## src/rtl/override_sched.sv

```systemverilog
// -----------------------------------------------------------------------------
// override_sched
//
// Purpose:
//   Holds a single register q that normally takes ordinary writes. Requesters
//   can claim timed "continuous override" windows during which q follows the
//   granted requester's source word every cycle and ordinary writes are locked
//   out. Requesters share the register under round-robin arbitration. Each
//   window is followed by a one-cycle RELEASE state before the block returns
//   to IDLE.
//
// Optional feature (macro OVERRIDE_SCHED_RESTORE_EN):
//   When defined, the pre-window value of q is captured on the grant edge.
//   That capture includes a write that coincides with the grant. The captured
//   value is restored into q during RELEASE. When undefined, q keeps the last
//   overridden sample until the next ordinary write.
//
// Ports:
//   clk        in   clock, rising edge
//   rst        in   synchronous active-high reset
//   wr_en      in   ordinary write strobe
//   wr_data    in   ordinary write value                     [WIDTH]
//   req        in   level-sensitive override requests        [NREQ]
//   req_data   in   source words, requester i at [i*WIDTH +: WIDTH]
//   req_len    in   window lengths, requester i at [i*LENW +: LENW] (0 => 1)
//   q          out  held register value                      [WIDTH]
//   grant      out  one-hot, one-cycle grant pulse           [NREQ]
//   ovr_active out  high while in OVERRIDE or RELEASE
//   owner      out  index of current / last granted requester
//   wr_dropped out  one-cycle pulse when a write was ignored
// -----------------------------------------------------------------------------
module override_sched #(
    parameter int              WIDTH     = 4,
    parameter int              NREQ      = 2,
    parameter int              LENW      = 4,
    parameter logic [WIDTH-1:0] RESET_VAL = {WIDTH{1'b0}},
    localparam int             OW        = (NREQ > 1) ? $clog2(NREQ) : 1
) (
    input  logic                   clk,
    input  logic                   rst,
    input  logic                   wr_en,
    input  logic [WIDTH-1:0]       wr_data,
    input  logic [NREQ-1:0]        req,
    input  logic [NREQ*WIDTH-1:0]  req_data,
    input  logic [NREQ*LENW-1:0]   req_len,
    output logic [WIDTH-1:0]       q,
    output logic [NREQ-1:0]        grant,
    output logic                   ovr_active,
    output logic [OW-1:0]          owner,
    output logic                   wr_dropped
);

    typedef enum logic [1:0] {
        ST_IDLE     = 2'd0,
        ST_OVERRIDE = 2'd1,
        ST_RELEASE  = 2'd2
    } state_e;

    localparam logic [LENW-1:0] LEN_ONE = LENW'(1);
    localparam logic [OW-1:0]   OW_ONE  = OW'(1);
    localparam logic [OW-1:0]   OW_LAST = OW'(NREQ - 1);
    localparam logic [NREQ-1:0] N_ONE   = NREQ'(1);

    // Registered state and outputs
    state_e             state_q;
    logic [WIDTH-1:0]   data_q;
    logic [NREQ-1:0]    grant_q;
    logic               ovr_q;
    logic [OW-1:0]      owner_q;     // also serves as the window's source select
    logic               drop_q;
    logic [OW-1:0]      ptr_q;
    logic [LENW-1:0]    cnt_q;
`ifdef OVERRIDE_SCHED_RESTORE_EN
    logic [WIDTH-1:0]   shadow_q;
`endif

    // Arbitration results for the current cycle
    logic               arb_hit_s;
    logic [OW-1:0]      arb_win_s;
    logic [LENW-1:0]    arb_len_s;
    logic [LENW-1:0]    arb_load_s;
    logic [OW-1:0]      ptr_nxt_s;
    logic [WIDTH-1:0]   src_s;

    // Round-robin pick: the first asserted request at or after the pointer.
    function automatic logic [OW-1:0] rr_pick(input logic [NREQ-1:0] r,
                                              input logic [OW-1:0]   p);
        logic [OW-1:0] w;
        logic          found;
        int            idx;
        w     = {OW{1'b0}};
        found = 1'b0;
        for (int i = 0; i < NREQ; i++) begin
            idx = int'(p) + i;
            if (idx >= NREQ) begin
                idx = idx - NREQ;
            end else begin
                idx = idx;
            end
            if (!found && r[idx]) begin
                w     = OW'(idx);
                found = 1'b1;
            end else begin
                w     = w;
                found = found;
            end
        end
        return w;
    endfunction

    // Arbiter winner, its effective window length (0 promoted to 1) and the
    // pointer value that follows it.
    always_comb begin
        arb_hit_s = |req;
        arb_win_s = rr_pick(req, ptr_q);
        arb_len_s = req_len[int'(arb_win_s)*LENW +: LENW];
        if (arb_len_s == {LENW{1'b0}}) begin
            arb_load_s = LEN_ONE;
        end else begin
            arb_load_s = arb_len_s;
        end
        if (arb_win_s == OW_LAST) begin
            ptr_nxt_s = {OW{1'b0}};
        end else begin
            ptr_nxt_s = arb_win_s + OW_ONE;
        end
    end

    // Source word of the requester that owns the window.
    assign src_s = req_data[int'(owner_q)*WIDTH +: WIDTH];

    // Override FSM: sequences IDLE -> OVERRIDE (L samples) -> RELEASE (1 cycle).
    always_ff @(posedge clk) begin
        if (rst) begin
            state_q  <= ST_IDLE;
            data_q   <= RESET_VAL;
            grant_q  <= {NREQ{1'b0}};
            ovr_q    <= 1'b0;
            owner_q  <= {OW{1'b0}};
            drop_q   <= 1'b0;
            ptr_q    <= {OW{1'b0}};
            cnt_q    <= {LENW{1'b0}};
`ifdef OVERRIDE_SCHED_RESTORE_EN
            shadow_q <= RESET_VAL;
`endif
        end else begin
            // Pulses default low; the states below raise them for one cycle.
            grant_q <= {NREQ{1'b0}};
            drop_q  <= 1'b0;
            case (state_q)
                ST_IDLE: begin
                    // A write and a grant on the same edge both take effect;
                    // the override starts replacing q from the next edge.
                    if (wr_en) begin
                        data_q <= wr_data;
                    end
                    if (arb_hit_s) begin
                        owner_q <= arb_win_s;
                        cnt_q   <= arb_load_s;
                        grant_q <= N_ONE << arb_win_s;
                        ovr_q   <= 1'b1;
                        ptr_q   <= ptr_nxt_s;
                        state_q <= ST_OVERRIDE;
`ifdef OVERRIDE_SCHED_RESTORE_EN
                        shadow_q <= wr_en ? wr_data : data_q;
`endif
                    end
                end
                ST_OVERRIDE: begin
                    // cnt counts the samples still to be taken, so it never
                    // goes below 1 here and never wraps.
                    data_q <= src_s;
                    cnt_q  <= cnt_q - LEN_ONE;
                    drop_q <= wr_en;
                    if (cnt_q == LEN_ONE) begin
                        state_q <= ST_RELEASE;
                    end
                end
                ST_RELEASE: begin
`ifdef OVERRIDE_SCHED_RESTORE_EN
                    data_q <= shadow_q;
`endif
                    drop_q  <= wr_en;
                    ovr_q   <= 1'b0;
                    state_q <= ST_IDLE;
                end
                default: begin
                    ovr_q   <= 1'b0;
                    state_q <= ST_IDLE;
                end
            endcase
        end
    end

    assign q          = data_q;
    assign grant      = grant_q;
    assign ovr_active = ovr_q;
    assign owner      = owner_q;
    assign wr_dropped = drop_q;

endmodule

```

## config.mk

```make
export PLATFORM = sky130hd
export DESIGN_NAME = override_sched
export DESIGN_NICKNAME = d
export VERILOG_FILES = /design/src/rtl/override_sched.sv
export SDC_FILE = /design/constraint.sdc
export NUM_CORES = 1
export LEC_CHECK = 0
export ABC_AREA = 0
export BUFFER_PORTS_ARGS = -buffer_cell sky130_fd_sc_hd__clkbuf_2
export CORE_MARGIN = 5
export CORE_UTILIZATION = 47
export DETAILED_ROUTE_END_ITERATION = 7
export GPL_TIMING_DRIVEN = 1
export PLACE_DENSITY = 0.85
export SETUP_SLACK_MARGIN = 0.4
export SYNTH_ARGS = -nofsm -noshare
export SYNTH_HDL_FRONTEND = slang
export SYNTH_SLANG_ARGS = --single-unit
```

## constraint.sdc

```tcl
create_clock -name clk -period 1.84 [get_ports clk]
set_input_delay 0.184 -clock clk [delete_from_list [all_inputs] [get_ports clk]]
set_output_delay 0.184 -clock clk [all_outputs]
set_load 0.005 [all_outputs]
```

# Word level (Yosys, flattened, before mapping)
# Cells that the tools add are included.
# Widths: inputs -> output; s select.
op_classes:
  addsub: 5
  n_lt_le_gt_ge: 4
  eq_ne: 6
  shifts: 3
  mux: 22
  n_bitwise: 4
  n_reduce_logical: 14
op_table:
  columns: ["op", "n"]
  rows:
  - ["$lt 32x3->1 const B", 2]
  - ["$mux 32", 2]
  - ["$pmux 4 s2", 2]
  - ["$shiftx 8x4->4", 2]
  - ["$mux 4", 3]
  - ["$mux 1", 11]
  - ["$reduce_and 2->1", 5]
  - ["$ne 2x2->1 const B", 3]
  - ["$reduce_or 2->1", 3]
  - ["$eq 4x1->1 const B", 1]
  - ["$logic_not 4->1", 1]
  - ["$mux 2", 2]
  - ["$not 1->1", 4]
  - ["$pmux 2 s2", 1]
  - ["$sub 4x1->4 const B", 1]
  - ["$reduce_or 3->1", 1]
  - ["$sub 1x2->3 const B", 1]
  - ["$sub 2x2->3 const B", 1]
  - ["$add 1x1->2 const B", 1]
  - ["$eq 2x1->1 const B", 1]
  - ["$eq 2x2->1 const B", 1]
  - ["$ge 1x2->1 const B", 1]
  - ["$ge 2x2->1 const B", 1]
  - ["$logic_not 2->1", 1]
  - ["6 further kinds", 6]
totals:
  reg_bits: 16

# Longest topological paths before layout
# Gate-level depths: netlist of run 1.
logic_depth:
  depth_word: 14
  ltp_mapped: 8

# Worst setup path before layout of run 1
# Ideal clock, no wire load.
synth_timing:
  path_type: "flip-flop to flip-flop"
  from: "register state_q[1]"
  to: "register cnt_q[1]"
  setup_ps: 117
  t_arrival_ps: 1390
  required_time_ps: 1723
  path_slack_ps: 333
  path_stages_with_launch: 7
  n_path_buf: 0
  path_cell_list: "dfxtp_1 inv_1 ha_1 or3b_4 o21ai_2 a211oi_1 a32o_1"
synth_via:
  elab_chain_cells: 3
  elab_cells_between_ends: 6
synth_lines:
  columns: ["item", "line_no", "rtl"]
  rows:
  - ["start, declared", "65", "state_e state_q;"]
  - ["start signal, assigned", "135", "state_q <= ST_IDLE;"]
  - ["start signal, assigned", "163", "state_q <= ST_OVERRIDE;"]
  - ["start signal, assigned", "176", "state_q <= ST_RELEASE;"]
  - ["$eq 2x1->1 or $logic_not 2->1 (tied branches)", "150", "case (state_q)"]
  - ["$reduce_bool 2->1 (no line) or $ne 2x2->1 (tied branches)", null, null]
  - ["$reduce_and 2->1 (no line)", null, null]
  - ["end signal, assigned", "142", "cnt_q <= {LENW{1'b0}};"]
  - ["end signal, assigned", "159", "cnt_q <= arb_load_s;"]
  - ["end signal, assigned", "173", "cnt_q <= cnt_q - LEN_ONE;"]
  - ["end, declared", "72", "logic [LENW-1:0] cnt_q;"]
# Parallel ways exist; a longest one is shown, timed or not.
# A chain may end at the register's enable or synchronous reset.

# Final worst setup path of run 1
layout_timing:
  from: "register state_q[1]"
  to: "register state_q[0]"
layout_via:
  elab_chain_cells: 3
  elab_cells_between_ends: 6
layout_lines:
  columns: ["item", "line_no"]
  rows:
  - ["$eq 2x1->1 or $logic_not 2->1 (tied branches)", "150"]
  - ["$ne 2x2->1 (no line)", null]
  - ["$reduce_and 2->1 (no line)", null]
# Parallel ways exist; a longest one is shown, timed or not.

==> results.md, run 1 <==
| Group | Quantity | This run |
| --- | --- | --- |
| place | Port-buffer cells | 33 |
| logic synthesis | Count of distinct cell types in the synthesized netlist | 34 |
| routing | Vias after detailed routing | 962 |
| power | Sw Pwr | 759.7 uW |
| global route | Antenna violations before repair | 0 |
| timing | Final critical path time including I/O delays and setup | 1.512 ns |
| timing | Setup_tns | 0 ns |
| global route | Gr busiest metal | met2 |
| logic synthesis | Fraction of the yosys area taken by sequential cells | 35.21% |
| timing | Final setup skew | 0.005226 ns |
| clock tree | Clock network latency to the later pin of the worst-skew pair | 0.29 ns |
| logic synthesis | Ys async rst share | 0% |
| routing | Per-cell via count in the routed design | 5.529 |
| global route | Tot GR Track Use | 18.65% |
| cells and area | Non-Filler Instances | 174 |
| routing | Number of design rule violations left after detail routing | 0 |
| logic synthesis | Number of instances in the synthesized netlist | 109 |
| cells and area | Number of nets in the layout | 177 |
| floorplan | Chip height | 53.99 um |
| logic synthesis | EDFF count, synth | 0 |
| clock tree | TritonCTS buffer count | 3 |
| run status | Status | finished, final reports clean |
| worst hold path | Class of the worst hold path | input port to register |
| floorplan | Total die area | 2915 um^2 |
| power | Internal power consumption | 1097 uW |
| clock tree | Clock sink count | 16 |
| timing | Worst slew margin relative to its limit | 77.02% |
| cells and area | FILL cells | 150 |
| clock tree | Clock root buffer master | sky130_fd_sc_hd__clkbuf_4 |
| routing | Detailed-route wire length per cell | 14.78 um |
| logic synthesis | Yosys warnings | 0 |
| logic synthesis | Synthesized cell area | 909.6 um^2 |
| power | Sequential power share | 31.6% |
| cells and area | Area of combinational cells with multiple inputs | 616.8 um^2 |
| timing | Final Cycle Share | 82.19% |
| power | Worst supply voltage drop on vdd | 0.0006779 V |
| routing | Total Routed Length | 2.571 mm |
| timing | Maximum clock frequency | 0.6613 GHz |
| floorplan | Initial core utilization | 47.83% |
| global route | GRT Residual Overflow | 0 |
| power | Fraction of power consumed by combinational cells | 55.6% |
| floorplan | Number of cell rows | 16 |
| floorplan | Chip width | 53.99 um |
| cells and area | Diodes inserted | 0 |
| logic synthesis | Register bit total from synthesis | 16 |
| setup path | Crit path kind | register to register |
| setup path | Required time of the critical path | 2.02 ns |
| clock tree | CTS Buffer Depth | 2 |
| routing | First-pass iteration count of the detailed router | 4 |
| power | Part of the power in the clock network | 12.8% |
| global route | Wire length of the first global-routing pass | 3.912 mm |
| clock tree | CTS tree | done |
| global route | GR met1 Demand/Resource | 20.60% |
| global route | Pin count of the biggest net entering global routing | 16 |
| timing | Total count of max-transition violations in the final report | 0 |
| clock tree | H-tree lvl count | 1 |
| logic synthesis | Syn nets | 138 |
| power | Power density relative to cell area | 1449 nW/um^2 |
| timing | Measured slew at the worst slew-check pin | 0.3448 ns |
| logic synthesis | Post-synth top flop | sky130_fd_sc_hd__dfxtp_1 |
| routing | Drt first-iter violations | 31 |
| power | Design Power | 1857 uW |
| power | Switching Share | 40.92% |
| clock tree | Clock slew seen by the registers of the worst setup and hold paths | 0.10 ns |
| power | Static power due to leakage | 0.0005614 uW |
| timing | Count of endpoints failing hold in the final timing report | 0 |
| setup path | Crit start category | register |
| global route | GRT met3 Usage | 2.770% |
| cells and area | Layout cells sized above 1 | 47.62% |
| floorplan | Core box area | 1902 um^2 |
| floorplan | # IOs | 34 |
| global route | Grt met2 use | 32.66% |
| global route | Number of global-route vias before repair | 927 |
| cells and area | Layout-stage area growth over the synthesis result | 40.85% |
| cells and area | Share of the core filled with cells | 67.37% |
| cells and area | Sequential cell area in the final layout | 330.3 um^2 |
| place | Placed Cells | 163 |
| setup path | Critical path peak fanout | 5 |
| setup path | Critical Path AT | 1.69 ns |
| logic synthesis | Avg Inst Size Synth | 8.345 um^2 |
| run | Max capacitance violation total | 0 |
| place | Total half-perimeter wirelength after legalization and detailed placement | 1.696 mm |
| timing | Setup repair after global routing missed its margin | true |
| routing | Remaining antenna violation count | 0 |
| timing | Total of endpoints with negative setup slack in the final report | 0 |
| place | Final estimated routing congestion in global placement | 0.9209 |
| setup path | Worst setup EP type | register |
## metrics by stage
stage	hold slack, ns	setup slack (ns)	instance area, um^2
after CTS	0.1431	0.3851	1199
after global routing	0.1529	0.2312	1281
final	0.1484	0.3278	1281
after global placement	0.4582	0.3009	1104
after detailed placement	0.4445	0.2088	1104
after floorplan	0.2620	0.3860	922.1
## kinds of logic after synthesis
| family | count (synthesis) | synth area share, % |
|---|---|---|
| and+or+nand+nor | 35 | 18.98 |
| AOI/OAI and AO/OA | 32 | 26.13 |
| muxes | 7 | 7.703 |
| buffers and inverters | 15 | 6.465 |
| DFF | 16 | 35.21 |
| adders and majority gates | 4 | 5.502 |
## critical path, cell delays in order, from the launching register on
cell and delay (ns):
sky130_fd_sc_hd__dfxtp_2 0.34, sky130_fd_sc_hd__inv_4 0.08, sky130_fd_sc_hd__ha_4 0.16, sky130_fd_sc_hd__or3b_4 0.43
sky130_fd_sc_hd__o21ai_2 0.09, sky130_fd_sc_hd__mux2i_1 0.23, sky130_fd_sc_hd__nor2_1 0.07
## Yosys cell counts (2+ instances only)
master | instances | share of area [%]
sky130_fd_sc_hd__a32o_1 | 2 | 2.2
sky130_fd_sc_hd__nor2_1 | 17 | 7.0
sky130_fd_sc_hd__o211ai_1 | 3 | 2.5
sky130_fd_sc_hd__clkbuf_1 | 6 | 2.5
sky130_fd_sc_hd__and3_1 | 3 | 2.1
sky130_fd_sc_hd__a221oi_1 | 3 | 2.9
sky130_fd_sc_hd__inv_2 | 2 | 0.83
sky130_fd_sc_hd__nand2_1 | 3 | 1.2
sky130_fd_sc_hd__inv_1 | 5 | 2.1
sky130_fd_sc_hd__a21boi_0 | 2 | 1.7
sky130_fd_sc_hd__mux2i_1 | 7 | 7.7
sky130_fd_sc_hd__a21oi_1 | 7 | 3.9
sky130_fd_sc_hd__nor3_1 | 3 | 1.7
sky130_fd_sc_hd__nor4_1 | 2 | 1.4
sky130_fd_sc_hd__a211oi_1 | 6 | 5.0
sky130_fd_sc_hd__dfxtp_1 | 16 | 35
sky130_fd_sc_hd__ha_1 | 4 | 5.5
sky130_fd_sc_hd__buf_2 | 2 | 1.1
## power by group through the flow
stage	clock [uW]	sequential (uW)	combinational (uW)
finish	239	587	1030
global route	254	604	1140
detailed placement	0	559	774
CTS	244	570	873
floorplan	0	526	584
global placement	0	554	738
## cells in the final DEF, fill, tap and decap left out, drive strengths merged
cell type,instances
clkbuf,37
nor2,17
dfxtp,16
buf,9
mux2i,7
a21oi,7
inv,7
a211oi,6
ha,4
and3,3
o211ai,3
nor3,3
nand2,3
a21boi,3
a221oi,3
o21ai,3
a32o,2
nor4,2
nand3,1
nand2b,1
and2,1
or3b,1
a311o,1
or3,1
o2111a,1
nor3b,1
and4,1
a32oi,1
a311oi,1
o2111ai,1
## cell type report
type / instances / area share, %
multi-input cells: 78 / 48.14
flip-flops and latches: 16 / 25.78
repair buffers: 42 / 18.16
clock buffers: 4 / 2.832
well taps: 27 / 2.637
inverters: 7 / 2.441
## flip-flops by register name (all words and copies together) (netlist names)
name and count:
ovr_active 1, owner 1, q 4, ptr_q 1
state_q 2, cnt_q 4, grant 2, wr_dropped 1
## layer usage
layer / up-vias / part of all wire (%)
li1: 477 / -
met1: 436 / 42
met2: 43 / 49
met3: 6 / 6.1
met4: 0 / 2.8
met5: - / 0
## path summary, 6_finish.rpt
| check | start | to | slack (ns) | depth (start not counted) |
|---|---|---|---|---|
| worst min register to register | ptr_q | grant[0] | 0.49 | 1 |
| worst min-delay path | wr_en | wr_dropped | 0.15 | 2 |
| worst max-delay path | state_q[1] | state_q[0] | 0.33 | 6 |
| worst max register to register | state_q[1] | state_q[0] | 0.33 | 6 |
## timing repair
item / in CTS / in global routing
endpoints found under the setup margin: 10 / 10
pin swaps: 3 / 5
buffers inserted: 2 / 5
resized for setup: 13 / 12
hold buffers: 0 / 0
No activity file was read; power rests on OpenSTA's default activity.
==> run 2: changes to the inputs <==
==> constraint.sdc (replaced) <==
create_clock -name clk -period 1.4 [get_ports clk]
set_input_delay 0.14 -clock clk [delete_from_list [all_inputs] [get_ports clk]]
set_output_delay 0.14 -clock clk [all_outputs]
set_load 0.005 [all_outputs]
==> run 2 against run 1 <==
Compared with the run above: the run now ends with setup timing left; sequential cell count unchanged; clock power up 35%; global-route usage is 4.5 points higher; final area grew 13%; power grew 56%; critical path depth unchanged; via count rose by 9.6%; non-clock buffer count grew 9; first-iteration DRC count rose by 29%; wire length up 28%; largest power group unchanged; highest routed layer unchanged.
==> results.md, run 2 (synthesis results as in run 1) <==
| Group | Quantity | This run | vs previous |
| --- | --- | --- | --- |
| run status | Status | finished, violations left | was finished, final reports clean |
| run status | Violated checks | setup timing |  |
| floorplan | # IOs | 34 | unchanged |
| power | Internal power consumption | 1682 uW | was 1097 uW |
| global route | Tot GR Track Use | 23.17% | was 18.65% |
| floorplan | Chip width | 53.99 um | unchanged |
| power | Sw Pwr | 1214 uW | was 759.7 uW |
| global route | Number of global-route vias before repair | 1052 | was 927 |
| power | Power density relative to cell area | 2000 nW/um^2 | was 1449 nW/um^2 |
| clock tree | Clock slew seen by the registers of the worst setup and hold paths | 0.10 ns | about the same |
| place | Port-buffer cells | 33 | unchanged |
| clock tree | CTS Buffer Depth | 2 | unchanged |
| routing | First-pass iteration count of the detailed router | 4 | unchanged |
| cells and area | Diodes inserted | 0 | unchanged |
| cells and area | Layout-stage area growth over the synthesis result | 59.15% | was 40.85% |
| worst hold path | Class of the worst hold path | input port to register | unchanged |
| floorplan | Core box area | 1902 um^2 | unchanged |
| clock tree | Clock sink count | 16 | unchanged |
| place | Post-placement setup slack | -0.1390 ns | was 0.2088 ns |
| timing | Final critical path time including I/O delays and setup | 1.511 ns | was 1.512 ns |
| setup path | Critical path buffers and inverters | 1 | unchanged |
| setup path | Slowest cell delay on critical path | 0.42 ns | was 0.43 ns |
| place | Placed Cells | 170 | was 163 |
| clock tree | Clock root buffer master | sky130_fd_sc_hd__clkbuf_4 | unchanged |
| power | Part of the power in the clock network | 11.2% | was 12.8% |
| timing | Measured slew at the worst slew-check pin | 0.3399 ns | was 0.3448 ns |
| cells and area | Layout cells sized above 1 | 57.69% | was 47.62% |
| setup path | Ordered list of cells on the worst path | inv_2, ha_4, or3b_4, o21ai_4, a211oi_2, a32o_1 | was inv_4, ha_4, or3b_4, o21ai_2, mux2i_1, nor2_1 |
| timing | Worst slew margin relative to its limit | 76.85% | was 77.02% |
| floorplan | Chip height | 53.99 um | unchanged |
| place | Final estimated routing congestion in global placement | 0.8887 | was 0.9209 |
| cells and area | Most common cell after layout, fill and taps aside | sky130_fd_sc_hd__clkbuf_2 | unchanged |
| timing | Final worst-path setup slack | -0.1110 ns | was 0.3278 ns |
| routing | Vias after detailed routing | 1054 | was 962 |
| global route | GRT Residual Overflow | 0 | unchanged |
| timing | Worst slack on hold paths | 0.1270 ns | was 0.1484 ns |
| power | Sequential power share | 27.1% | was 31.6% |
| floorplan | Number of cell rows | 16 | unchanged |
| timing | Total of endpoints with negative setup slack in the final report | 10 | was 0 |
| setup path | Startpoint of the most critical register-to-register path | state_q[0] | was state_q[1] |
| routing | Drt first-iter violations | 40 | was 31 |
| run | Max capacitance violation total | 0 | unchanged |
| timing | Final setup skew | 0.001080 ns | was 0.005226 ns |
| clock tree | Cts-stage hold buffer count | 0 | unchanged |
| power | Static power due to leakage | 0.0006140 uW | was 0.0005614 uW |
| clock tree | H-tree lvl count | 1 | unchanged |
| worst hold path | Hold Path Cell Cnt | 2 | unchanged |
| floorplan | Total die area | 2915 um^2 | unchanged |
| setup path | Depth of the most critical reg-to-reg path | 6 | unchanged |
| setup path | Worst setup EP type | register | unchanged |
| setup path | Crit start category | register | unchanged |
| power | Fraction of power consumed by combinational cells | 61.8% | was 55.6% |
| timing | Maximum clock frequency | 0.6618 GHz | was 0.6613 GHz |
| cells and area | Non-Filler Instances | 183 | was 174 |
| timing | Total count of max-transition violations in the final report | 0 | unchanged |
| global route | Pin count of the biggest net entering global routing | 15 | was 16 |
| timing | Final Cycle Share | 107.9% | was 82.19% |
| clock tree | CTS tree | done | unchanged |
| routing | Detailed-route wire length per cell | 18.02 um | was 14.78 um |
| routing | Total Routed Length | 3.298 mm | was 2.571 mm |
| routing | Remaining antenna violation count | 0 | unchanged |
| worst hold path | Worst hold endpoint | wr_dropped | unchanged |
| floorplan | Initial core utilization | 47.83% | unchanged |
| setup path | FF-to-FF setup slack | -0.11 ns | was 0.33 ns |
| setup path | Crit path kind | register to register | unchanged |
| worst hold path | Min-Delay Startpoint | wr_en | unchanged |
| setup path | Critical Path AT | 1.71 ns | was 1.69 ns |
| cells and area | Commonest cells after routing, fill and taps aside | sky130_fd_sc_hd__clkbuf_2 (32), sky130_fd_sc_hd__nor2_1 (15), sky130_fd_sc_hd__buf_4 (13), sky130_fd_sc_hd__dfxtp_1 (11) | was sky130_fd_sc_hd__clkbuf_2 (33), sky130_fd_sc_hd__nor2_1 (16), sky130_fd_sc_hd__dfxtp_1 (12), sky130_fd_sc_hd__buf_4 (9), sky130_fd_sc_hd__mux2i_1 (7) |
| power | Worst supply voltage drop on vdd | 0.001506 V | was 0.0006779 V |
| place | Total half-perimeter wirelength after legalization and detailed placement | 2.006 mm | was 1.696 mm |
| power | Switching Share | 41.92% | was 40.92% |
| routing | Number of design rule violations left after detail routing | 0 | unchanged |
| setup path | Required time of the critical path | 1.60 ns | was 2.02 ns |
| routing | Per-cell via count in the routed design | 5.760 | was 5.529 |
| setup path | Worst path slowest cell | sky130_fd_sc_hd__or3b_4 | unchanged |
| timing | Count of endpoints failing hold in the final timing report | 0 | unchanged |
| cells and area | Number of nets in the layout | 186 | was 177 |
| setup path | RR Endpoint | cnt_q[1] | was state_q[0] |
| setup path | Critical path peak fanout | 5 | unchanged |
| global route | Wire length of the first global-routing pass | 4.761 mm | was 3.912 mm |
| clock tree | Clock network latency to the later pin of the worst-skew pair | 0.30 ns | was 0.29 ns |
| setup path | CP top delay family | simple AND/OR/NAND/NOR gates | unchanged |
| clock tree | TritonCTS buffer count | 3 | unchanged |
| timing | Setup repair after global routing missed its margin | true | unchanged |
| global route | Antenna violations before repair | 0 | unchanged |
run 2: cell count changes in the layout (fill, tap and decap cells not counted), moves of 2 or more:
cell / previous run / this run
sky130_fd_sc_hd__buf_6: 0 / 6
sky130_fd_sc_hd__buf_4: 9 / 13
sky130_fd_sc_hd__a21oi_1: 5 / 2
sky130_fd_sc_hd__a21oi_2: 2 / 5
sky130_fd_sc_hd__a211oi_1: 2 / 0
sky130_fd_sc_hd__a211oi_2: 4 / 6
sky130_fd_sc_hd__a221oi_1: 2 / 0
sky130_fd_sc_hd__a221oi_2: 1 / 3
sky130_fd_sc_hd__nor2_4: 0 / 2
run 2: worst max path at each step:
stage / slack, ns / end / cells after the start / from
after floorplan: 0.006 / cnt_q[1] / 6 / state_q[1]
after global placement: -0.02 / cnt_q[0] / 6 / state_q[1]
after detailed placement: -0.14 / cnt_q[0] / 6 / state_q[1]
after CTS: -0.05 / cnt_q[0] / 6 / state_q[1]
after global routing: -0.14 / cnt_q[1] / 6 / state_q[0]
final: -0.11 / cnt_q[1] / 6 / state_q[0]
run 2: layer usage:
metal | vias to the layer above | wire length [um] | track usage (%)
met2 | 49 | 1803 | 41.53
met3 | 10 | 167 | 3.878
met4 | 0 | 85 | 13.28
met1 | 500 | 1242 | 25.42
li1 | 495 | - | -
met5 | - | 0 | 0
run 2: cell type report:
type / count / area (um^2)
multi-input combinational: 78 / 691.9
fill: 124 / 454.2
sequential: 16 / 331.6
timing repair buffer: 51 / 325.3
clock buffer: 4 / 36.28
tap: 27 / 33.78
inverter: 7 / 28.78
run 2: power groups by stage:
stage	clock network (uW)	registers, uW	logic, uW
2_1_floorplan	0	697	903
3_3_place_gp	0	735	1150
3_5_place_dp	0	743	1220
4_1_cts	322	749	1490
5_1_grt	348	797	1920
6_report	323	784	1790
run 2: what timing repair did:
action	in CTS	in global routing
endpoints found under the setup margin	16	15
pin swaps	10	8
gates cloned	0	0
gates resized for setup	21	15
setup buffers	5	4
endpoints found under the hold margin	0	0
run 2: per-stage QoR:
stage	util (%)	total power [uW]	cell area, um^2	setup TNS, ns
after floorplan	-	1600	970.9	0
after global placement	62.30	1890	1185	-0.02085
after detailed placement	62.30	1966	1185	-0.2504
after CTS	70.72	2559	1345	-0.1643
after global routing	76.12	3068	1448	-1.131
final	76.12	2896	1448	-0.5400
